--- src/rtl/time_counter.sv ---
// BCD HH:MM current-time register: advances on timegen one_minute pulses and
// accepts validated keypad loads, pulsing time_loaded to restart timegen phase.
module time_counter #(
  parameter int HOURS_PER_DAY = 24
) (
  input  logic       clock,
  input  logic       reset,
  input  logic       one_minute,
  input  logic       load_new_c,
  input  logic [3:0] new_ms_hr,
  input  logic [3:0] new_ls_hr,
  input  logic [3:0] new_ms_min,
  input  logic [3:0] new_ls_min,
  output logic [3:0] current_ms_hr,
  output logic [3:0] current_ls_hr,
  output logic [3:0] current_ms_min,
  output logic [3:0] current_ls_min,
  output logic       time_loaded,
  output logic       load_err,
  output logic       day_wrap
);

  // Anything other than 12 falls back to a 24-hour day.
  localparam int         HPD       = (HOURS_PER_DAY == 12) ? 12 : 24;
  localparam logic [7:0] MAX_HOUR  = 8'(HPD - 1);
  localparam logic [3:0] MAX_MS_HR = 4'((HPD - 1) / 10);
  localparam logic [3:0] MAX_LS_HR = 4'((HPD - 1) % 10);

  logic [3:0] ms_hr_q, ls_hr_q, ms_min_q, ls_min_q;
  logic [3:0] ms_hr_d, ls_hr_d, ms_min_d, ls_min_d;
  logic       time_loaded_q, load_err_q, day_wrap_q;
  logic       time_loaded_d, load_err_d, day_wrap_d;

  logic [7:0] new_hour_val;
  logic       load_valid;
  logic       hour_at_max;

  always_comb begin
    new_hour_val = ({4'd0, new_ms_hr} * 8'd10) + {4'd0, new_ls_hr};
    load_valid   = (new_ms_hr  <= 4'd9) &&
                   (new_ls_hr  <= 4'd9) &&
                   (new_ms_min <= 4'd5) &&
                   (new_ls_min <= 4'd9) &&
                   (new_hour_val <= MAX_HOUR);
    hour_at_max  = (ms_hr_q == MAX_MS_HR) && (ls_hr_q == MAX_LS_HR);
  end

  // A load always wins the cycle; a coincident minute pulse is dropped.
  always_comb begin
    ms_hr_d       = ms_hr_q;
    ls_hr_d       = ls_hr_q;
    ms_min_d      = ms_min_q;
    ls_min_d      = ls_min_q;
    time_loaded_d = 1'b0;
    load_err_d    = 1'b0;
    day_wrap_d    = 1'b0;

    if (load_new_c) begin
      if (load_valid) begin
        ms_hr_d       = new_ms_hr;
        ls_hr_d       = new_ls_hr;
        ms_min_d      = new_ms_min;
        ls_min_d      = new_ls_min;
        time_loaded_d = 1'b1;
      end else begin
        load_err_d = 1'b1;
      end
    end else if (one_minute) begin
      if (ls_min_q != 4'd9) begin
        ls_min_d = ls_min_q + 4'd1;
      end else begin
        ls_min_d = 4'd0;
        if (ms_min_q != 4'd5) begin
          ms_min_d = ms_min_q + 4'd1;
        end else begin
          ms_min_d = 4'd0;
          if (hour_at_max) begin
            ms_hr_d    = 4'd0;
            ls_hr_d    = 4'd0;
            day_wrap_d = 1'b1;
          end else if (ls_hr_q == 4'd9) begin
            ls_hr_d = 4'd0;
            ms_hr_d = ms_hr_q + 4'd1;
          end else begin
            ls_hr_d = ls_hr_q + 4'd1;
          end
        end
      end
    end
  end

  always_ff @(posedge clock or negedge reset) begin
    if (!reset) begin
      ms_hr_q       <= 4'd0;
      ls_hr_q       <= 4'd0;
      ms_min_q      <= 4'd0;
      ls_min_q      <= 4'd0;
      time_loaded_q <= 1'b0;
      load_err_q    <= 1'b0;
      day_wrap_q    <= 1'b0;
    end else begin
      ms_hr_q       <= ms_hr_d;
      ls_hr_q       <= ls_hr_d;
      ms_min_q      <= ms_min_d;
      ls_min_q      <= ls_min_d;
      time_loaded_q <= time_loaded_d;
      load_err_q    <= load_err_d;
      day_wrap_q    <= day_wrap_d;
    end
  end

  assign current_ms_hr  = ms_hr_q;
  assign current_ls_hr  = ls_hr_q;
  assign current_ms_min = ms_min_q;
  assign current_ls_min = ls_min_q;
  assign time_loaded    = time_loaded_q;
  assign load_err       = load_err_q;
  assign day_wrap       = day_wrap_q;

endmodule

--- config.mk ---
export PLATFORM = sky130hd
export DESIGN_NAME = time_counter
export DESIGN_NICKNAME = d
export VERILOG_FILES = /design/src/rtl/time_counter.sv
export SDC_FILE = /design/constraint.sdc
export NUM_CORES = 1
export LEC_CHECK = 0
export BUFFER_PORTS_ARGS = -buffer_cell sky130_fd_sc_hd__buf_2
export CORE_AREA = 2 2 66 68
export CTS_BUF_LIST = sky130_fd_sc_hd__clkbuf_4
export DETAILED_ROUTE_END_ITERATION = 8
export DIE_AREA = 0 0 68 70
export PLACE_DENSITY = 0.69
export SETUP_SLACK_MARGIN = 0.2
export SYNTH_ARGS = -nofsm -noshare
export SYNTH_HDL_FRONTEND = slang
export SYNTH_SLANG_ARGS = --single-unit
--- constraint.sdc ---
create_clock -name clock -period 1.7 [get_ports clock]
set_input_delay 0.425 -clock clock [delete_from_list [all_inputs] [get_ports clock]]
set_output_delay 0.425 -clock clock [all_outputs]
set_load 0.005 [all_outputs]
==> PnR_summary.wiki <==
{| class="wikitable"
! Metric !! Value
|-
| Number of vias in the routed layout || between 2,000 and 2,500
|-
| Relative area change from synthesis to final layout || 72.29%
|-
| Mapped cell area || roughly 1800 µm²
|-
| Net count reported at finish || 351
|-
| Area of all placed cells without fillers || approximately 3000 µm²
|-
| Flip-flop and latch count after synthesis || 19
|-
| Sequential area share after synthesis || between 20% and 30%
|-
| Most common flop cell mapped by yosys || dfrtp_1
|-
| Clock latency on the worst-skew pair || between 0.3 and 0.4 ns
|-
| LEAKAGE || 1.348 nW
|-
| Initial antenna violation count || 0
|-
| Synth unique cells || a little under 60
|-
| Count of fill cells added during filler insertion || about 300
|-
| Number of violations reported at the end of detailed-routing iteration 0 || between 100 and 150
|-
| CTS tree || done
|-
| CTS buffer count || 3
|-
| Outcome || finished, violations left
|-
| Floorplan die area || 4760 µm²
|-
| Final GP Congestion || 0.8837
|-
| Iteration count of the initial detailed-routing pass || 4
|-
| Final hold vios || 0
|-
| DR vias/cell || roughly 5.8
|-
| Final-layout setup total negative slack || -9.768 ns
|-
| Minimum clock period || 2.329 ns
|-
| Final setup slack of the worst path || -0.6287 ns
|-
| Sort of element at the start of the critical path || input port
|-
| Total length of routed wires || 6206 µm
|-
| Library cell with the largest summed area after synthesis || dfrtp_1
|-
| Slowest stage delay, CP || just under 0.4 ns
|-
| Total power density per cell area || roughly 700 nW/µm²
|-
| Fraction of registers with async set/reset || 100.0%
|-
| Total cell area at the placement stage || approximately 2600 µm²
|-
| Transition at the pin with the smallest max-transition slack || slightly below 0.5 ns
|-
| Number of enable-type register cells in the synthesized netlist || 0
|-
| Synth top cells by count || dfrtp_1, inv_1, nand2_1, a21oi_1, ha_1
|-
| Arrival time worst endpoint || approximately 2.6 ns
|-
| Max Root-Sink Buffers || 2
|-
| Worst flop-to-flop path startpoint || current_ls_hr[1]$_DFFE_PN0P_
|-
| Vias in the first global route || around 2,100
|-
| Post-detailed-placement half-perimeter wirelength || around 4300 µm
|-
| Total congestion overflow after global routing || 0
|-
| Worst path slowest cell || o31a_1
|-
| Top post-synthesis cells by area || dfrtp_1, ha_1, a21oi_1
|-
| Number of ports placed on the die boundary || 39
|-
| Post-Route Skew || about 0.015 ns
|-
| Number of sinks on the clock net || 19
|-
| CTS H-tree lvls || 1
|-
| Vertical die dimension || 70 µm
|-
| Cell Rows || 24
|-
| WL per Instance || 16.82 µm
|-
| Most frequent cell after synthesis || dfrtp_1
|-
| Clock Tree Root || clkbuf_4
|-
| Max-slew headroom || between 60% and 70%
|-
| Max-cap check violation count || 0
|-
| Upper clock frequency limit || ~0.43 GHz
|-
| Wire length of the first global-routing pass || about 9700 µm
|-
| Violations in the final reports || setup timing
|-
| Ratio of final minimum period to clock period || 137.0%
|-
| DRT antenna net count || 0
|-
| Final setup violating endpoints || 18
|-
| Total Routing Usage GR || between 20% and 30%
|-
| Initial core utilization || a little over two fifths
|-
| Class of the tightest hold or removal check || in -> async
|-
| Count of antenna diodes in the layout || 0
|-
| Worst Path Required || between 1.5 and 2 ns
|-
| Worst vdd ir || about 0.00034 V
|-
| Most frequent cell on the critical path || ha_4
|-
| I/O Buffers || 38
|-
| Cell Chain, Critical Path || buf_8 -> ha_4 -> ha_4 -> inv_2 -> fa_2 -> xor2_2 -> a21boi_4 -> o31a_1 -> a2111o_1 -> a32o_1
|-
| Mean Syn Cell Area || just under 9 µm²
|-
| Die width || 68 µm
|-
| Worst-path fanout max || 5
|-
| Setup repair after global routing missed its margin || yes
|-
| Core Box Area || 4144 µm²
|-
| R2R Path End || current_ms_hr[3]$_DFFE_PN0P_
|-
| Synthesized Nets || 230
|-
| Worst Path Class, Setup || in -> reg
|-
| CTS clk-pin slew, worst paths || around 0.13 ns
|-
| Largest net degree at the start of global routing || 20
|-
| Area share of the largest cell type after synthesis || approximately 27%
|-
| Detailed-route DRC error count || 0
|-
| Count of cells along the worst register-to-register path || 8
|-
| Share of cells above drive strength 1 || between 50% and 60%
|-
| Yosys warnings || 0
|-
| Instance count of the mapped netlist || around 200
|-
| Internal reg-to-reg setup slack || -0.29 ns
|-
| Kind of end point of the critical path || flip-flop
|-
| Count of final max-slew check failures || 0
|}
[worst max-delay path, delay by kind of cell]
family,cells,cell delay [ns]
AOI/OAI and AO/OA,4,1.09
buffers and inverters,2,0.13
xor gates and xnor gates,1,0.16
adders and majority gates,3,0.74
[final cells by class]
type	instances	area, µm²	area share, %
Clock buffer	3	22.52	0.7463
Clock inverter	1	5.005	0.1658
Inverter	15	56.30	1.866
Multi-Input combinational cell	155	1479	49.01
Sequential cell	19	475.5	15.75
Tap cell	52	65.06	2.156
Timing Repair Buffer	124	914.6	30.31
[layer usage]
metal  GRT usage [%]  wire, µm  up-vias
li1                -         -     1014
met1           34.08      2413     1032
met2           45.09      3306       79
met3           1.771       370       17
met4           10.22       116        0
met5               0         0        -
[state kept, by name (all words and copies together), names as in the netlist]
register,count
current_ls_hr,4
current_ls_min,4
current_ms_hr,4
current_ms_min,4
day_wrap,1
load_err,1
time_loaded,1
[metrics by stage]
stage / hold slack [ns] / util [%] / power (mW) / setup WS, ns / instances
after floorplan: 0.1294 / - / 1.105 / -0.8873 / 197
after global placement: 0.3919 / 62.32 / 1.557 / -1.015 / 355
after detailed placement: 0.4040 / 62.32 / 1.589 / -1.057 / 355
after CTS: 0.04670 / 69.66 / 1.994 / -0.5906 / 366
after global routing: 0.06126 / 72.83 / 2.247 / -0.6849 / 369
final: 0.02298 / 72.83 / 2.121 / -0.6287 / 369
[timing repair]
action / in CTS / in global routing
gates resized for setup: 41 / 20
pin swaps: 27 / 13
hold buffers: 0 / 0
buffers inserted: 7 / 3
setup endpoints to repair: 19 / 19
[cells in the final DEF (no fill, tap or decap), types with 3 or more instances in the layout]
cell,netlist,routed
o21ai_0,6,6
dfrtp_1,19,19
buf_2,4,34
nand3_1,10,7
o31ai_4,1,4
a31oi_1,8,8
buf_4,0,77
o31a_1,3,3
buf_6,1,9
buf_8,0,3
nand4_1,5,5
nor3_1,5,4
inv_1,15,14
nor2b_1,5,4
clkbuf_4,0,3
ha_1,11,6
nand2_1,13,12
ha_4,0,5
nor2_1,7,6
a21oi_1,12,11
[worst max-delay path by stage]
stage | to | slack, ns | from
after floorplan | current_ls_hr[2]$_DFFE_PN0P_ | -0.89 | new_ms_hr[3]
after global placement | current_ls_hr[2]$_DFFE_PN0P_ | -1.02 | new_ms_hr[3]
after detailed placement | current_ls_hr[2]$_DFFE_PN0P_ | -1.06 | new_ms_hr[3]
after CTS | current_ls_hr[3]$_DFFE_PN0P_ | -0.59 | new_ls_hr[1]
after global routing | current_ms_min[0]$_DFFE_PN0P_ | -0.68 | new_ms_hr[1]
final | current_ls_hr[2]$_DFFE_PN0P_ | -0.63 | new_ms_hr[1]
[logic make-up after synthesis]
logic type | share of synthesized area [%]
AOI/OAI and AO/OA | 33.22
and+or+nand+nor | 20.07
buffers and inverters | 5.643
DFF | 27.14
adders and majority gates | 10.14
xor gates and xnor gates | 2.000
muxes | 1.786
[power by group]
group          total (mW)  leakage (nW)  internal [mW]  switching, mW
logic                1.28          1.11          0.662          0.615
clock network       0.258        0.0177         0.0884          0.170
registers           0.586         0.223          0.526         0.0597
total                2.12          1.35           1.28          0.844
No activity file was read; power rests on OpenSTA's default activity.
